<file path="src/rtl/circ_buf_pkg.sv">
// Constants and forwarder state type shared by the reorder path
// (tag forwarder and circular buffer).
package circ_buf_pkg;
  localparam int TAG_WIDTH            = 6;
  localparam int CIRCULAR_BUFFER_SIZE = 50;

  typedef enum logic [1:0] {
    IDLE    = 2'd0,
    FORWARD = 2'd1,
    DROP    = 2'd2
  } fwd_state_e;
endpackage

</file>
<file path="src/rtl/reorder_tag_forwarder_if.sv">
// Stream bundle of the tag forwarder: ingress, buffer copy and shared core bus.
// slave = forwarder side, master = the surrounding ingress/buffer/cores.
interface reorder_tag_forwarder_if #(
  parameter int DATA_WIDTH = 64,
  parameter int TAG_WIDTH  = 6,
  parameter int N_CORES    = 4
);
  logic [DATA_WIDTH-1:0]   in_TDATA;
  logic [DATA_WIDTH/8-1:0] in_TKEEP;
  logic                    in_TLAST;
  logic                    in_TVALID;
  logic                    in_TREADY;

  logic [DATA_WIDTH-1:0]   buf_TDATA;
  logic [DATA_WIDTH/8-1:0] buf_TKEEP;
  logic                    buf_TLAST;
  logic                    buf_TVALID;
  logic [TAG_WIDTH-1:0]    buf_reorder_tag;
  logic                    buf_TREADY;

  logic [DATA_WIDTH-1:0]   core_TDATA;
  logic [DATA_WIDTH/8-1:0] core_TKEEP;
  logic                    core_TLAST;
  logic [TAG_WIDTH-1:0]    core_reorder_tag;
  logic [N_CORES-1:0]      core_TVALID;
  logic [N_CORES-1:0]      core_TREADY;

  modport slave (
    input  in_TDATA, in_TKEEP, in_TLAST, in_TVALID, buf_TREADY, core_TREADY,
    output in_TREADY, buf_TDATA, buf_TKEEP, buf_TLAST, buf_TVALID, buf_reorder_tag,
           core_TDATA, core_TKEEP, core_TLAST, core_reorder_tag, core_TVALID
  );

  modport master (
    output in_TDATA, in_TKEEP, in_TLAST, in_TVALID, buf_TREADY, core_TREADY,
    input  in_TREADY, buf_TDATA, buf_TKEEP, buf_TLAST, buf_TVALID, buf_reorder_tag,
           core_TDATA, core_TKEEP, core_TLAST, core_reorder_tag, core_TVALID
  );
endinterface

</file>
<file path="src/rtl/rr_core_select.sv">
// Round-robin pick: first ready core at or above ptr, wrapping around.
module rr_core_select #(
  parameter int N_CORES = 4,
  parameter int RR_W    = 2
) (
  input  logic [N_CORES-1:0] ready,
  input  logic [RR_W-1:0]    ptr,
  output logic               found,
  output logic [RR_W-1:0]    idx
);
  logic [2*N_CORES-1:0] dbl;
  logic [N_CORES-1:0]   rot;
  logic [RR_W-1:0]      off;
  logic [RR_W:0]        sum;

  always_comb begin
    dbl   = {ready, ready} >> ptr;
    rot   = dbl[N_CORES-1:0];
    found = 1'b0;
    off   = '0;
    // descending scan so the smallest offset from ptr wins
    for (int i = N_CORES - 1; i >= 0; i--) begin
      if (rot[i]) begin
        found = 1'b1;
        off   = RR_W'(i);
      end
    end
    sum = {1'b0, ptr} + {1'b0, off};
    if (sum >= (RR_W+1)'(N_CORES)) sum = sum - (RR_W+1)'(N_CORES);
    idx = sum[RR_W-1:0];
  end
endmodule

</file>
<file path="src/rtl/reorder_tag_forwarder.sv">
// Tags ingress packets, broadcasts them to the reorder buffer and a round-robin
// filter core, and throttles on buffer credit. FORWARDER_TRUNCATE_EN enables length cap.
module reorder_tag_forwarder
  import circ_buf_pkg::*;
#(
  parameter int TAG_WIDTH            = circ_buf_pkg::TAG_WIDTH,
  parameter int CIRCULAR_BUFFER_SIZE = circ_buf_pkg::CIRCULAR_BUFFER_SIZE,
  parameter int DATA_WIDTH           = 64,
  parameter int N_CORES              = 4,
  parameter int MAX_TDATA_PER_PACKET = 375,
  localparam int OUT_W               = $clog2(CIRCULAR_BUFFER_SIZE + 1)
) (
  input  logic                      clk,
  input  logic                      rst_n,
  reorder_tag_forwarder_if.slave    bus,
  input  logic                      tag_retire,
  output logic [OUT_W-1:0]          outstanding
);
  localparam int RR_W = (N_CORES > 1) ? $clog2(N_CORES) : 1;

  fwd_state_e           state_q, state_d;
  logic [TAG_WIDTH-1:0] cur_tag_q, cur_tag_d;
  logic [TAG_WIDTH-1:0] next_tag_q, next_tag_d;
  logic [RR_W-1:0]      rr_ptr_q, rr_ptr_d;
  logic [RR_W-1:0]      sel_q, sel_d;
  logic [OUT_W-1:0]     outstanding_q, outstanding_d;

  logic               sel_found, sel_rdy, alloc, retire, xfer, trunc;
  logic [RR_W-1:0]    sel_idx;
  logic               in_rdy, buf_vld;
  logic [N_CORES-1:0] core_vld;

`ifdef FORWARDER_TRUNCATE_EN
  localparam int BC_W = $clog2(MAX_TDATA_PER_PACKET + 1);
  logic [BC_W-1:0] beat_cnt_q, beat_cnt_d;
`endif

  rr_core_select #(.N_CORES(N_CORES), .RR_W(RR_W)) u_rr_core_select (
    .ready (bus.core_TREADY),
    .ptr   (rr_ptr_q),
    .found (sel_found),
    .idx   (sel_idx)
  );

  always_comb begin
    state_d    = state_q;
    cur_tag_d  = cur_tag_q;
    next_tag_d = next_tag_q;
    rr_ptr_d   = rr_ptr_q;
    sel_d      = sel_q;
    in_rdy     = 1'b0;
    buf_vld    = 1'b0;
    core_vld   = '0;
    trunc      = 1'b0;
    xfer       = 1'b0;
`ifdef FORWARDER_TRUNCATE_EN
    beat_cnt_d = beat_cnt_q;
`endif
    sel_rdy = bus.core_TREADY[sel_q];
    alloc   = (state_q == IDLE) && bus.in_TVALID && sel_found &&
              (outstanding_q < OUT_W'(CIRCULAR_BUFFER_SIZE));
    retire  = tag_retire && (outstanding_q != '0);

    case (state_q)
      IDLE: begin
        if (alloc) begin
          state_d    = FORWARD;
          sel_d      = sel_idx;
          cur_tag_d  = next_tag_q;
          next_tag_d = (next_tag_q == TAG_WIDTH'(CIRCULAR_BUFFER_SIZE - 1)) ?
                       '0 : next_tag_q + 1'b1;
          rr_ptr_d   = (sel_idx == RR_W'(N_CORES - 1)) ? '0 : sel_idx + 1'b1;
        end
      end
      FORWARD: begin
        // join: each side's valid waits on the other side's ready
        in_rdy  = bus.buf_TREADY && sel_rdy;
        buf_vld = bus.in_TVALID && sel_rdy;
        if (bus.in_TVALID && bus.buf_TREADY) core_vld = N_CORES'(1) << sel_q;
        xfer = bus.in_TVALID && in_rdy;
`ifdef FORWARDER_TRUNCATE_EN
        trunc = (beat_cnt_q == BC_W'(MAX_TDATA_PER_PACKET - 1));
        if (xfer) begin
          if (bus.in_TLAST) begin
            state_d    = IDLE;
            beat_cnt_d = '0;
          end else if (trunc) begin
            state_d    = DROP;
            beat_cnt_d = '0;
          end else begin
            beat_cnt_d = beat_cnt_q + 1'b1;
          end
        end
`else
        if (xfer && bus.in_TLAST) state_d = IDLE;
`endif
      end
`ifdef FORWARDER_TRUNCATE_EN
      DROP: begin
        in_rdy = 1'b1;
        if (bus.in_TVALID && bus.in_TLAST) state_d = IDLE;
      end
`endif
      default: state_d = IDLE;
    endcase

    case ({alloc, retire})
      2'b10:   outstanding_d = outstanding_q + 1'b1;
      2'b01:   outstanding_d = outstanding_q - 1'b1;
      default: outstanding_d = outstanding_q;
    endcase
  end

  always_ff @(posedge clk or negedge rst_n) begin
    if (!rst_n) begin
      state_q       <= IDLE;
      cur_tag_q     <= '0;
      next_tag_q    <= '0;
      rr_ptr_q      <= '0;
      sel_q         <= '0;
      outstanding_q <= '0;
`ifdef FORWARDER_TRUNCATE_EN
      beat_cnt_q    <= '0;
`endif
    end else begin
      state_q       <= state_d;
      cur_tag_q     <= cur_tag_d;
      next_tag_q    <= next_tag_d;
      rr_ptr_q      <= rr_ptr_d;
      sel_q         <= sel_d;
      outstanding_q <= outstanding_d;
`ifdef FORWARDER_TRUNCATE_EN
      beat_cnt_q    <= beat_cnt_d;
`endif
    end
  end

  // TLAST is masked outside FORWARD so it is 0 whenever no beat is offered
  logic tlast_out;
  assign tlast_out = (state_q == FORWARD) && (bus.in_TLAST || trunc);

  assign bus.in_TREADY        = in_rdy;
  assign bus.buf_TDATA        = bus.in_TDATA;
  assign bus.buf_TKEEP        = bus.in_TKEEP;
  assign bus.buf_TLAST        = tlast_out;
  assign bus.buf_TVALID       = buf_vld;
  assign bus.buf_reorder_tag  = cur_tag_q;
  assign bus.core_TDATA       = bus.in_TDATA;
  assign bus.core_TKEEP       = bus.in_TKEEP;
  assign bus.core_TLAST       = tlast_out;
  assign bus.core_reorder_tag = cur_tag_q;
  assign bus.core_TVALID      = core_vld;
  assign outstanding          = outstanding_q;
endmodule

</file>
<file path="src/flat_wrapper.sv">
// flat-port wrapper written by rule: the top's interface ports become plain ports
module reorder_tag_forwarder_flat import circ_buf_pkg::*;
#(
  parameter int TAG_WIDTH            = circ_buf_pkg::TAG_WIDTH,
  parameter int CIRCULAR_BUFFER_SIZE = circ_buf_pkg::CIRCULAR_BUFFER_SIZE,
  parameter int DATA_WIDTH           = 64,
  parameter int N_CORES              = 4,
  parameter int MAX_TDATA_PER_PACKET = 375,
  localparam int OUT_W               = $clog2(CIRCULAR_BUFFER_SIZE + 1)
)
  (clk, rst_n, tag_retire, outstanding, bus_in_TDATA, bus_in_TKEEP, bus_in_TLAST, bus_in_TVALID, bus_buf_TREADY, bus_core_TREADY, bus_in_TREADY, bus_buf_TDATA, bus_buf_TKEEP, bus_buf_TLAST, bus_buf_TVALID, bus_buf_reorder_tag, bus_core_TDATA, bus_core_TKEEP, bus_core_TLAST, bus_core_reorder_tag, bus_core_TVALID);
  reorder_tag_forwarder_if #(.DATA_WIDTH(DATA_WIDTH), .TAG_WIDTH(TAG_WIDTH), .N_CORES(N_CORES)) bus_i ();
  input  logic clk;
  input  logic rst_n;
  input  logic tag_retire;
  output logic [OUT_W-1:0] outstanding;
  input wire logic [$bits(bus_i.in_TDATA)-1:0] bus_in_TDATA;
  input wire logic [$bits(bus_i.in_TKEEP)-1:0] bus_in_TKEEP;
  input wire logic [$bits(bus_i.in_TLAST)-1:0] bus_in_TLAST;
  input wire logic [$bits(bus_i.in_TVALID)-1:0] bus_in_TVALID;
  input wire logic [$bits(bus_i.buf_TREADY)-1:0] bus_buf_TREADY;
  input wire logic [$bits(bus_i.core_TREADY)-1:0] bus_core_TREADY;
  output wire logic [$bits(bus_i.in_TREADY)-1:0] bus_in_TREADY;
  output wire logic [$bits(bus_i.buf_TDATA)-1:0] bus_buf_TDATA;
  output wire logic [$bits(bus_i.buf_TKEEP)-1:0] bus_buf_TKEEP;
  output wire logic [$bits(bus_i.buf_TLAST)-1:0] bus_buf_TLAST;
  output wire logic [$bits(bus_i.buf_TVALID)-1:0] bus_buf_TVALID;
  output wire logic [$bits(bus_i.buf_reorder_tag)-1:0] bus_buf_reorder_tag;
  output wire logic [$bits(bus_i.core_TDATA)-1:0] bus_core_TDATA;
  output wire logic [$bits(bus_i.core_TKEEP)-1:0] bus_core_TKEEP;
  output wire logic [$bits(bus_i.core_TLAST)-1:0] bus_core_TLAST;
  output wire logic [$bits(bus_i.core_reorder_tag)-1:0] bus_core_reorder_tag;
  output wire logic [$bits(bus_i.core_TVALID)-1:0] bus_core_TVALID;
  assign bus_i.in_TDATA = bus_in_TDATA;
  assign bus_i.in_TKEEP = bus_in_TKEEP;
  assign bus_i.in_TLAST = bus_in_TLAST;
  assign bus_i.in_TVALID = bus_in_TVALID;
  assign bus_i.buf_TREADY = bus_buf_TREADY;
  assign bus_i.core_TREADY = bus_core_TREADY;
  assign bus_in_TREADY = bus_i.in_TREADY;
  assign bus_buf_TDATA = bus_i.buf_TDATA;
  assign bus_buf_TKEEP = bus_i.buf_TKEEP;
  assign bus_buf_TLAST = bus_i.buf_TLAST;
  assign bus_buf_TVALID = bus_i.buf_TVALID;
  assign bus_buf_reorder_tag = bus_i.buf_reorder_tag;
  assign bus_core_TDATA = bus_i.core_TDATA;
  assign bus_core_TKEEP = bus_i.core_TKEEP;
  assign bus_core_TLAST = bus_i.core_TLAST;
  assign bus_core_reorder_tag = bus_i.core_reorder_tag;
  assign bus_core_TVALID = bus_i.core_TVALID;
  reorder_tag_forwarder #(.TAG_WIDTH(TAG_WIDTH), .CIRCULAR_BUFFER_SIZE(CIRCULAR_BUFFER_SIZE), .DATA_WIDTH(DATA_WIDTH), .N_CORES(N_CORES), .MAX_TDATA_PER_PACKET(MAX_TDATA_PER_PACKET)) u_core (.clk(clk), .rst_n(rst_n), .bus(bus_i), .tag_retire(tag_retire), .outstanding(outstanding));
endmodule
</file>
<file path="config.mk">
export PLATFORM = sky130hd
export DESIGN_NAME = reorder_tag_forwarder_flat
export DESIGN_NICKNAME = d
export VERILOG_FILES = /design/src/rtl/circ_buf_pkg.sv /design/src/rtl/reorder_tag_forwarder_if.sv /design/src/rtl/rr_core_select.sv /design/src/rtl/reorder_tag_forwarder.sv /design/src/flat_wrapper.sv
export SDC_FILE = /design/constraint.sdc
export NUM_CORES = 1
export LEC_CHECK = 0
export ABC_AREA = 0
export CAP_MARGIN = 20
export CORE_ASPECT_RATIO = 0.7
export CORE_UTILIZATION = 30
export CTS_CLUSTER_SIZE = 40
export DETAILED_ROUTE_END_ITERATION = 8
export PLACE_DENSITY = 0.82
export SYNTH_ARGS = -nofsm -noshare
export SYNTH_HDL_FRONTEND = slang
export SYNTH_SLANG_ARGS = --single-unit
</file>
<file path="constraint.sdc">
create_clock -name clk -period 5.3 [get_ports clk]
set_input_delay 0.53 -clock clk [delete_from_list [all_inputs] [get_ports clk]]
set_output_delay 0.53 -clock clk [all_outputs]
set_load 0.01 [all_outputs]
</file>
After elaboration in Yosys (flattened, before gate mapping)
Index checks and enable logic that the tools add are counted.
{"block": "totals", "register_bits": 24, "in_bits": 82, "out_inout_bits": 170, "word_cells": 60}
{"block": "classes", "addsub": 6, "n_lt_le_gt_ge": 3, "eq_ne": 7, "n_shift": 2, "n_mux": 21, "reduce_logical": 15}
{"operator": "$mux W2", "n": 8}
{"operator": "$add A6 B1 Y6 const B", "n": 2}
{"operator": "$pmux W6 S2", "n": 1}
{"operator": "$logic_and A1 B1 Y1", "n": 10}
{"operator": "$mux W4", "n": 2}
{"operator": "$shr A8 B2 Y4", "n": 1}
{"operator": "$mux W1", "n": 7}
{"operator": "$eq A6 B6 Y1 const B", "n": 1}
{"operator": "$lt A6 B6 Y1 const B", "n": 1}
{"operator": "$mux W6", "n": 1}
{"operator": "$reduce_bool A6 Y1", "n": 1}
{"operator": "$sub A6 B1 Y6 const B", "n": 1}
{"operator": "$eq A2 B1 Y1 const B", "n": 2}
{"operator": "$eq A2 B2 Y1 const B", "n": 2}
{"operator": "$ne A2 B1 Y1 const B", "n": 2}
{"operator": "$pmux W2 S2", "n": 1}
{"operator": "$reduce_and A2 Y1", "n": 2}
{"operator": "$shl A1 B2 Y4 const A", "n": 1}
{"operator": "$add A2 B2 Y3", "n": 1}
{"operator": "$ge A3 B3 Y1 const B", "n": 1}
{"operator": "$lt A2 B3 Y1 const B", "n": 1}
{"operator": "$add A2 B1 Y2 const B", "n": 1}
{"operator": "$bmux W1 S2", "n": 1}
{"operator": "$logic_not A2 Y1", "n": 1}
{"operator": "other kinds (2)", "n": 2}

Depth between registers and ports, before layout
Gate-level depths: netlist of the first run.
{"block": "depth", "depth_word": 10, "ltp_mapped": 14, "depth_no_buf": 12}

Hierarchy
From an unflattened synthesis of the first run, not the netlist that was laid out.
{"block": "unflattened", "cells_unflattened": 308, "area_unflattened_um2": 2595.0}
{"mod": "reorder_tag_forwarder", "instances": 1, "cells_per_inst": 285, "area_each_um2": 2414.8, "seq_area_each_um2": 575.6}
{"mod": "rr_core_select", "instances": 1, "cells_per_inst": 23, "area_each_um2": 180.2, "seq_area_each_um2": 0.0}

Least setup slack after synthesis of the first run
OpenSTA, ideal clock, no wires.
{"block": "synth_timing", "path_type": "input to register", "start": "input port bus_core_TREADY[0]", "end": "register u_core.outstanding_q[5] (netlist: u_core.outstanding[5])", "setup_ns": 0.079, "arrival_ns": 2.814, "t_required_ns": 5.221, "setup_slack_ns": 2.407, "cell_stages": 13, "path_buffers": 2, "path_cell_list": "clkbuf_1 > nor2_1 > nand2_1 > and4b_4 > inv_2 > buf_2 > ha_1 > ha_1 > a21o_1 > a21oi_1 > or4_1 > o211ai_1 > xor2_1"}
{"block": "synth_via", "elab_chain_len": 9, "elab_cells_between_ends": 11, "cone_classes": "eq/ne (2); shift (1); mux (5); reduce/logical (3)"}
{"element": "start: declaration", "line_no": "flat_wrapper.sv:22", "source": "input wire logic [$bits(bus_i.core_TREADY)-1:0] bus_core_TREADY;"}
{"element": "$shr A8 B2 Y4 *", "line_no": "rr_core_select.sv:17", "source": "dbl = {ready, ready} >> ptr;"}
{"element": "$mux W1 (3 in a row)", "line_no": "rr_core_select.sv:23", "source": "if (rot[i]) begin"}
{"element": "$mux W1 *", "line_no": "rr_core_select.sv:23"}
{"element": "$logic_and A1 B1 Y1 * (2 in a row)", "line_no": "reorder_tag_forwarder.sv:60", "source": "alloc = (state_q == IDLE) && bus.in_TVALID && sel_found &&"}
{"element": "$eq A2 B1 Y1 / $eq A2 B2 Y1 (equally long branches)", "line_no": "reorder_tag_forwarder.sv:107", "source": "case ({alloc, retire})"}
{"element": "$pmux W6 S2 / $reduce_bool A2 Y1 (equally long branches)"}
{"element": "end signal: assignment", "line_no": "reorder_tag_forwarder.sv:131", "source": "outstanding_q <= outstanding_d;"}
{"element": "end: declaration", "line_no": "reorder_tag_forwarder.sv:26", "source": "logic [OUT_W-1:0] outstanding_q, outstanding_d;"}
Mark *: on every way between the ends. The rest lies on a longest branch, timed or not.
A chain may end at the register's enable or synchronous reset.

Final worst setup path of the first run
Same ends and word-level chain as after synthesis.

==> flow_metrics.py, run 1 <==
metrics = {
    "status": {
        "status": "finished, final reports clean",
    },
    "sta": {
        "setup_viol_count_final": 0,
        "fmax_mhz": 302,
        "slew-limit-headroom_pct": 77.7,
        "slew_violations": 0,
        "period_minus_slack_ns": 3.31,
        "rsz0062_at_grt": "no",
        "hold_viol": 0,
        "worstMarginPinSlew_ns": 0.334,
        "fin_skew_ns": 0.00232,
        "setup_tns_ns": 0,
        "finalCritPeriodShare_pct": 62.4,
        "setup_slack_ns": 1.99,
    },
    "clock_tree": {
        "clockRootBuffer": "clkbuf_16",
        "clkSlewWorstSetupHoldPaths_ns": 0.06,
        "htreeDepth": 1,
        "hold_buffers": 0,
        "cts_tree": "built",
        "clkLatencyLatePin_ns": 0.26,
        "numCtsBuffers": 3,
        "cts.sinks": 23,
        "post_cts_buffers": 0,
        "cts_resized": 0,
        "clk_path_buf_depth": 2,
    },
    "pwr": {
        "ir_drop_mv": 0.132,
        "power.leakage_nw": 0.854,
        "power_density_nw_per_um2": 547,
    },
    "yosys": {
        "synth_edf_count": 0,
        "syn-instance-count": 318,
        "synthTopCellsByCount": "buf_4 (152), nand2_1 (30), dfrtp_1 (23)",
        "ys_ff_latch": 23,
        "syn-num-nets": 409,
        "ys_top_cells_by_area": "buf_4 (43%), dfrtp_1 (22%), nand2_1 (4.3%)",
        "syn-cell-area_um2": 2630,
        "synth_cell_types": 47,
        "synth_top_area_share_pct": 43.4,
        "synth_warnings": 0,
        "synthFlopType": "dfrtp_1",
        "ys_seq_area_share_pct": 21.9,
        "synthArstFlopShare_pct": 100,
        "avgSynthCellArea_um2": 8.26,
        "yosysTopAreaCell": "buf_4",
        "yosysMostFrequentCell": "buf_4",
    },
    "run": {
        "max_cap_viol_count": 0,
    },
    "global_routing": {
        "grt_pass1_vias": 1484,
        "grt_use_total_pct": 10.3,
        "grt_pass1_wl_um": 7450,
        "grt_max_degree": 24,
        "grt_overflow": 0,
        "antenna_found_initial": 0,
    },
    "routing": {
        "dr.pass1.iters": 4,
        "vias": 1448,
        "antenna_left": 0,
        "routed_wl_um": 4560,
        "drt_iter0_markers": 80,
        "drc": 0,
        "via_per_inst": 4.54,
        "wl_per_cell_um": 14.3,
    },
    "finish": {
        "nets": 291,
        "utilization_pct": 24.3,
        "fill_cells": 927,
        "diodes": 0,
        "drive_gt1_share_pct": 7.54,
        "area_growth_pct": -21.5,
    },
    "min_path": {
        "hold_class": "reg -> reg",
    },
    "place": {
        "io_buffers": 35,
        "dp.final_hpwl_um": 3490,
        "gp_congestion": 0.808,
        "pre_cts_ws_ns": 1.77,
    },
    "setup_path": {
        "r2r_slack_ns": 2.14,
        "cp_data_required_time_ns": 5.48,
        "timing.rr.start": "u_core.outstanding[1]",
        "path_cells": "clkdlybuf4s50_1 > nor2_1 > nand2_1 > and4b_4 > inv_2 > ha_1 > ha_1 > a21o_1 > a21oi_1 > or4_1 > o211ai_1 > xor2_1",
        "start_kind": "input pin",
        "cp_max_fo": 18,
        "cp_slowest_cell": "clkdlybuf4s50_1",
        "crit_type": "in -> reg",
        "worst-r2r-cell-count": 11,
        "crit_arrival_ns": 3.49,
        "cp-startpoint": "bus_core_TREADY[0]",
        "cp_common_cell": "ha_1",
        "critPathCaptureType": "flop",
        "r2r_end": "u_core.outstanding[5]",
        "crit_end": "u_core.outstanding[5]",
        "max_stage_delay_ns": 0.66,
    },
    "floorplanning": {
        "die_area_um2": 9140,
        "ioPinCount": 252,
        "die_h_um": 80.3,
        "start_util_pct": 31.0,
        "core-area_um2": 8480,
        "die_x_um": 114,
        "rows": 28,
    },
}
cell families after synthesis:
family / synth area share (%)
AND/OR/NAND/NOR: 13.6
adder cells (fa/ha/maj): 4.57
XOR/XNOR: 3.33
multiplexers: 2.48
flip-flops: 21.9
AO/OA/AOI/OAI: 8.29
buffers and inverters: 45.8
through the flow:
step	instances	area (um^2)	total power (W)	hold WS (ns)
after floorplan	318	2630	0.000859	0.234
after global placement	314	1950	0.000933	0.494
after detailed placement	314	1950	0.000960	0.498
after CTS	318	2030	0.00113	0.512
after global routing	319	2060	0.00122	0.528
final	319	2060	0.00113	0.509
worst min-delay path by stage:
stage	start	endpoint	slack, ns	cells past startpoint
floorplan	rst_n	u_core.bus.buf_reorder_tag[0]	0.23	0
global placement	u_core.bus.buf_reorder_tag[2]	u_core.bus.buf_reorder_tag[2]	0.49	2
detailed placement	u_core.bus.buf_reorder_tag[2]	u_core.bus.buf_reorder_tag[2]	0.50	2
CTS	u_core.bus.buf_reorder_tag[2]	u_core.bus.buf_reorder_tag[2]	0.51	2
global route	u_core.next_tag_q[5]	u_core.next_tag_q[5]	0.53	1
finish	u_core.bus.buf_reorder_tag[2]	u_core.bus.buf_reorder_tag[2]	0.51	2
cell type report:
type                    count  area [um^2]  share of cell area [%]
clock buffers               3         75.1                    3.64
multi-input cells         128          848                    41.1
flip-flops and latches     23          576                    27.9
inverters                   8         30.0                    1.46
repair buffers             36          378                    18.3
clock inverters             1         5.00                   0.243
well taps                 120          150                    7.28
worst max-delay path, delay by kind of cell:
family / cells / cell delay, ns
and+or+nand+nor: 4 / 1.01
buffers and inverters: 2 / 0.82
adders and majority gates: 2 / 0.62
xor gates and xnor gates: 1 / 0.16
AOI/OAI and AO/OA: 3 / 0.33
flip-flops by register name, summed over array words and instances (netlist names):
name,flops
u_core.outstanding,6
u_core.state_q,1
u_core.next_tag_q,6
u_core.rr_ptr_q,2
u_core.bus.buf_reorder_tag,6
u_core.sel_q,2
cell usage in the layout (no fill, tap or decap), types with 2 or more instances in the layout:
master           count
a211oi_1             2
a21o_1               3
a21oi_1              7
and3_1               4
clkbuf_16            3
clkdlybuf4s50_1     35
dfrtp_1             23
ha_1                 8
inv_1                7
mux2_2               2
mux2i_1              2
nand2_1             30
nand2b_1             2
nand3_1              4
nor2_1              11
nor2b_1              2
nor3_1               3
nor3b_1              4
nor4_1               2
o211ai_1             2
o21ai_0              8
xnor2_1              5
xor2_1               5
where the power goes:
part | internal [W] | switching [W] | total (W)
logic | 0.000312 | 0.000284 | 0.000596
clock network | 0.000101 | 0.0000615 | 0.000163
registers | 0.000253 | 0.000116 | 0.000369
total | 0.000666 | 0.000462 | 0.00113
metal layers:
metal | part of all wire [%] | GRT usage, %
met1 | 41 | 11.2
met2 | 38 | 13.3
met3 | 19 | 9.13
met4 | 2.3 | 5.06
met5 | 0 | 3.03
Note: power is estimated with default switching activity, not from simulation.
==> run 2, diff against run 1 <==
==> constraint.sdc (replaced) <==
create_clock -name clk -period 3.3 [get_ports clk]
set_input_delay 0.33 -clock clk [delete_from_list [all_inputs] [get_ports clk]]
set_output_delay 0.33 -clock clk [all_outputs]
set_load 0.01 [all_outputs]
==> run 2 against run 1 <==
Against the previous run: combinational power grew 61%; sequential share of layout area shrank 0.30 points; critical endpoint unchanged; final cell count grew 0.94%; non-clock buffer count grew 3; total power grew 60%; clock skew grew 0.00061 ns; routed wire length grew 1.5%; first-iteration DRC count shrank 25%; register-to-register slack lost 1.7 ns; critical path depth shrank 1; clock-buffer cell count is the same.
==> flow_metrics.py, run 2 (synthesized netlist as in run 1, its figures left out) <==
metrics = {
    "status": {
        "status": "finished, final reports clean",
    },
    "finish": {
        "fill_cells": 916,
        "seq_area_um2": 576,
        "layout_common_cells": "clkdlybuf4s50_1 (35), nand2_1 (30), dfrtp_1 (23), nor2_1 (11)",
        "area_growth_pct": -20.6,
        "drive_gt1_share_pct": 8.91,
        "nets": 294,
        "diodes": 0,
        "final_common_cell": "clkdlybuf4s50_1",
        "multiInputGateArea_um2": 848,
    },
    "clock_tree": {
        "cts_tree": "built",
        "cts.sinks": 23,
        "hold_buffers": 0,
        "cts_resized": 0,
        "clkSlewWorstSetupHoldPaths_ns": 0.06,
        "post_cts_buffers": 0,
        "clkLatencyLatePin_ns": 0.26,
        "clk_path_buf_depth": 2,
        "htreeDepth": 1,
        "numCtsBuffers": 3,
        "clockRootBuffer": "clkbuf_16",
    },
    "routing": {
        "met3WireLength_um": 873,
        "top_layer_used": "met4",
        "vias": 1437,
        "drc": 0,
        "routed_wl_um": 4630,
        "wl_met1_um": 1880,
        "drt_iter0_markers": 60,
        "wl_met2_um": 1770,
        "via_per_inst": 4.46,
        "wl_per_cell_um": 14.4,
        "antenna_left": 0,
        "dr.pass1.iters": 5,
    },
    "pwr": {
        "seqPwrFrac_pct": 32.6,
        "internal_power_w": 0.00108,
        "netSwitchingPower_w": 0.000733,
        "clkPwrFrac_pct": 14.4,
        "comb_power_share_pct": 52.9,
        "power_w": 0.00181,
        "p_sw_share_pct": 40.5,
        "power.leakage_nw": 0.869,
        "ir_drop_mv": 0.221,
        "power_density_nw_per_um2": 867,
    },
    "sta": {
        "rsz0062_at_grt": "no",
        "hold_viol": 0,
        "period_minus_slack_ns": 2.82,
        "finalCritPeriodShare_pct": 85.5,
        "worstMarginPinSlew_ns": 0.419,
        "fmax_mhz": 354,
        "setup_viol_count_final": 0,
        "slew_violations": 0,
        "fin_skew_ns": 0.00293,
        "setup_tns_ns": 0,
        "slew-limit-headroom_pct": 72.0,
    },
    "global_routing": {
        "grt_pass1_wl_um": 7260,
        "grt_pass1_vias": 1408,
        "grt_use_total_pct": 10.3,
        "grt_overflow": 0,
        "grt_max_degree": 24,
        "antenna_found_initial": 0,
    },
    "floorplanning": {
        "die_area_um2": 9140,
        "start_util_pct": 31.0,
        "die_h_um": 80.3,
        "ioPinCount": 252,
        "die_x_um": 114,
        "rows": 28,
        "core-area_um2": 8480,
    },
    "setup_path": {
        "worst-r2r-cell-count": 11,
        "timing.rr.start": "u_core.outstanding[1]",
        "r2r_slack_ns": 0.48,
        "critPathCaptureType": "flop",
        "start_kind": "flop",
        "cp_data_required_time_ns": 3.48,
        "cp_max_fo": 7,
        "r2r_end": "u_core.outstanding[5]",
        "crit_type": "reg -> reg",
        "crit_arrival_ns": 3.01,
    },
    "place": {
        "dp.final_hpwl_um": 3500,
        "io_buffers": 35,
        "gp_congestion": 0.751,
    },
    "min_path": {
        "hold_class": "in -> async",
    },
    "run": {
        "max_cap_viol_count": 0,
    },
}
==> run 2: cell count changes in the layout (fill, tap and decap cells not counted) <==
cell	previous run	this run
buf_4	0	3
==> run 2: per-stage QoR <==
step	hold slack [ns]	util [%]	instances	setup slack [ns]	area (um^2)
3_5_place_dp	0.491	23.3	317	0.271	1980
6_report	0.373	24.6	322	0.478	2080
4_1_cts	0.505	24.3	321	0.483	2060
2_1_floorplan	0.0344	-	318	0.424	2630
5_1_grt	0.394	24.6	322	0.332	2080
3_3_place_gp	0.481	23.3	317	0.377	1980
==> run 2: power groups by stage <==
stage | sequential [W] | combinational, W | clock [W]
floorplan | 0.000548 | 0.000832 | 0
global placement | 0.000583 | 0.000924 | 0
detailed placement | 0.000591 | 0.000952 | 0
CTS | 0.000589 | 0.000958 | 0.000266
global route | 0.000619 | 0.00106 | 0.000276
finish | 0.000590 | 0.000957 | 0.000261
==> run 2: layout make-up <==
type                    count  share of cell area [%]
clock buffers               3                    3.60
clock inverters             1                   0.240
inverters                   8                    1.44
multi-input cells         128                    40.7
flip-flops and latches     23                    27.6
well taps                 120                    7.20
repair buffers             39                    19.2
==> run 2: worst max-delay path: stages, from the launching register on <==
cell	delay, ns
dfrtp_1	0.43
or3_4	0.42
nand3_2	0.08
and4b_4	0.24
inv_2	0.04
ha_1	0.26
ha_1	0.31
a21o_1	0.10
a21oi_1	0.10
or4_1	0.48
o211ai_1	0.13
xor2_1	0.16
==> run 2: routing by layer <==
metal  vias to the layer above  global-route usage, %
met5                         -                   3.03
met4                         0                   5.32
met3                        18                   9.13
met2                       108                   13.1
met1                       652                   11.2
li1                        659                      -
==> run 2: how the worst max path moves through the flow <==
stage                          startpoint  depth (start not counted)  slack, ns                     to
floorplan           u_core.outstanding[1]                         12       0.42  u_core.outstanding[5]
global placement       bus_core_TREADY[2]                         12       0.38  u_core.outstanding[5]
detailed placement     bus_core_TREADY[3]                         12       0.27  u_core.outstanding[5]
CTS                 u_core.outstanding[1]                         11       0.48  u_core.outstanding[5]
global route           bus_core_TREADY[3]                         11       0.33  u_core.outstanding[5]
finish              u_core.outstanding[1]                         11       0.48  u_core.outstanding[5]
==> run 3, diff against run 2 <==
--- a/config.mk
+++ b/config.mk
@@ -7,11 +7,12 @@
 export LEC_CHECK = 0
 export ABC_AREA = 0
 export CAP_MARGIN = 20
-export CORE_ASPECT_RATIO = 0.7
-export CORE_UTILIZATION = 30
+export CORE_AREA = 2 2 97 99
 export CTS_CLUSTER_SIZE = 40
 export DETAILED_ROUTE_END_ITERATION = 8
-export PLACE_DENSITY = 0.82
+export DIE_AREA = 0 0 99 101
+export PLACE_DENSITY = 0.8
 export SYNTH_ARGS = -nofsm -noshare
 export SYNTH_HDL_FRONTEND = slang
+export SYNTH_HIERARCHICAL = 1
 export SYNTH_SLANG_ARGS = --single-unit
==> run 3 against run 2 <==
Against the previous run: critical path depth decreased by 2; total power down 2.7%; area after synthesis is 1.2% lower; global-route usage fell by 2.1 points; final area shrank 0.48%; sequential power about the same; routed wire length is 7.8% lower; register-to-register slack got worse by 0.23 ns; synthesized cell count down 3.1%; non-clock buffer count is 7 higher; largest power group unchanged.
==> flow_metrics.py, run 3 <==
metrics = {
    "status": {
        "status": "finished, final reports clean",
    },
    "sta": {
        "fin_skew_ns": 0.00509,
        "setup_tns_ns": 0,
        "slew-limit-headroom_pct": 62.8,
        "setup_viol_count_final": 0,
        "hold_viol": 0,
        "finalCritPeriodShare_pct": 92.5,
        "period_minus_slack_ns": 3.05,
        "fmax_mhz": 327,
        "rsz0062_at_grt": "no",
        "slew_violations": 0,
        "worstMarginPinSlew_ns": 0.556,
    },
    "global_routing": {
        "grt_use_total_pct": 8.23,
        "antenna_found_initial": 0,
        "grt_pass1_vias": 1509,
        "grt_pass1_wl_um": 6780,
        "grt_overflow": 0,
        "grt_max_degree": 24,
    },
    "pwr": {
        "power_density_nw_per_um2": 848,
        "power.leakage_nw": 0.872,
        "ir_drop_mv": 0.147,
    },
    "floorplanning": {
        "ioPinCount": 252,
        "die_area_um2": 10000,
        "die_x_um": 99,
        "die_h_um": 101,
        "start_util_pct": 28.9,
        "rows": 35,
        "core-area_um2": 8980,
    },
    "setup_path": {
        "crit_type": "reg -> reg",
        "critPathCaptureType": "flop",
        "start_kind": "flop",
        "r2r_slack_ns": 0.25,
        "cp_max_fo": 8,
        "cp_data_required_time_ns": 3.45,
        "crit_arrival_ns": 3.20,
    },
    "yosys": {
        "synth_warnings": 6,
        "synth_top_area_share_pct": 43.7,
        "synthArstFlopShare_pct": 100,
        "ys_ff_latch": 23,
        "ys_seq_area_share_pct": 22.2,
        "syn-cell-area_um2": 2590,
        "synth_edf_count": 0,
        "synth_cell_types": 51,
        "syn-num-nets": 400,
        "syn-instance-count": 308,
        "yosysTopAreaCell": "buf_4",
        "avgSynthCellArea_um2": 8.43,
        "ys_top_cells_by_area": "buf_4 (44%), dfrtp_1 (22%), nand2_1 (4.6%)",
        "synthTopCellsByCount": "buf_4 (151), nand2_1 (32), dfrtp_1 (23)",
        "synthFlopType": "dfrtp_1",
        "yosysMostFrequentCell": "buf_4",
    },
    "finish": {
        "layout_common_cells": "clkdlybuf4s50_1 (35), nand2_1 (32), dfrtp_1 (23), o21ai_0 (11), buf_4 (10)",
        "drive_gt1_share_pct": 11.8,
        "diodes": 0,
        "final_common_cell": "clkdlybuf4s50_1",
        "area_growth_pct": -20.1,
        "fill_cells": 952,
        "nets": 297,
        "fin_area_um2": 2070,
    },
    "min_path": {
        "hold_class": "in -> async",
    },
    "clock_tree": {
        "numCtsBuffers": 3,
        "cts_tree": "built",
        "hold_buffers": 0,
        "clockRootBuffer": "clkbuf_8",
        "cts_resized": 0,
        "clkSlewWorstSetupHoldPaths_ns": 0.09,
        "htreeDepth": 1,
        "clkLatencyLatePin_ns": 0.26,
        "cts.sinks": 23,
        "clk_path_buf_depth": 2,
        "post_cts_buffers": 0,
    },
    "routing": {
        "drc": 0,
        "via_per_inst": 4.49,
        "dr.pass1.iters": 4,
        "drt_iter0_markers": 36,
        "routed_wl_um": 4270,
        "wl_per_cell_um": 13.5,
        "antenna_left": 0,
        "vias": 1413,
    },
    "place": {
        "place_area_um2": 2010,
        "io_buffers": 35,
        "gp_congestion": 0.776,
        "dp.final_hpwl_um": 3300,
    },
    "run": {
        "max_cap_viol_count": 0,
    },
}
## run 3: changes by cell type after synthesis, moves of 3 or more
cell,before,now
nor2_1,11,6
nand4_1,1,5
a21oi_1,7,4
buf_2,4,1
o21ai_0,8,11
## run 3: metrics by stage
step | util, % | cells | total power (W) | setup slack (ns) | hold slack [ns]
3_3_place_gp | 22.4 | 310 | 0.00153 | 0.156 | 0.490
6_report | 23.1 | 315 | 0.00176 | 0.246 | 0.419
2_1_floorplan | - | 308 | 0.00135 | 0.0230 | 0.0344
4_1_cts | 22.9 | 314 | 0.00177 | 0.256 | 0.527
3_5_place_dp | 22.4 | 310 | 0.00159 | 0.0720 | 0.505
5_1_grt | 23.1 | 315 | 0.00193 | 0.132 | 0.445
## run 3: cells by family after synthesis
logic type	count (synthesis)	share of synthesized area, %
adder cells (fa/ha/maj)	10	5.11
multiplexers	2	1.45
AND/OR/NAND/NOR	68	13.3
AO/OA/AOI/OAI	34	9.98
buffers and inverters	164	45.6
XOR/XNOR	7	2.36
flip-flops	23	22.2
## run 3: power breakdown
group | switching (W) | internal (W)
combinational | 0.000464 | 0.000529
clock | 0.0000937 | 0.0000843
sequential | 0.000179 | 0.000408
## run 3: critical path: stages (launching register included)
cell      delay [ns]
dfrtp_1         0.45
or3_4           0.44
o41a_1          0.35
ha_1            0.25
buf_4           0.18
ha_1            0.22
a211oi_1        0.34
nor4_1          0.10
or3b_2          0.46
xor2_1          0.15
## run 3: final timing paths
| path | from | end | cells past startpoint |
|---|---|---|---|
| max | u_core/outstanding[1] | u_core/outstanding[5] | 9 |
| min | rst_n | u_core/rr_ptr_q[0] | 1 |
| max reg2reg | u_core/outstanding[1] | u_core/outstanding[5] | 9 |
| min reg2reg | u_core/bus.buf_reorder_tag[5] | u_core/bus.buf_reorder_tag[5] | 2 |
| max in group asynchronous | rst_n | u_core/bus.buf_reorder_tag[3] | 2 |
| min in group clk | u_core/bus.buf_reorder_tag[5] | u_core/bus.buf_reorder_tag[5] | 2 |
## run 3: per-layer routing
metal,part of all wire [%],wire length [um],vias up,track usage [%]
li1,-,-,662,-
met1,36,1540,639,7.82
met2,49,2070,74,14.2
met3,10,437,38,2.77
met4,5.1,217,0,7.06
met5,0,0,-,0
## run 3: cell type report
cell class	instances	area [um^2]	share of cell area, %
flip-flops and latches	23	576	27.7
clock inverters	1	5.00	0.241
clock buffers	3	41.3	1.99
inverters	10	37.5	1.81
well taps	111	139	6.69
repair buffers	46	440	21.2
multi-input cells	121	836	40.3
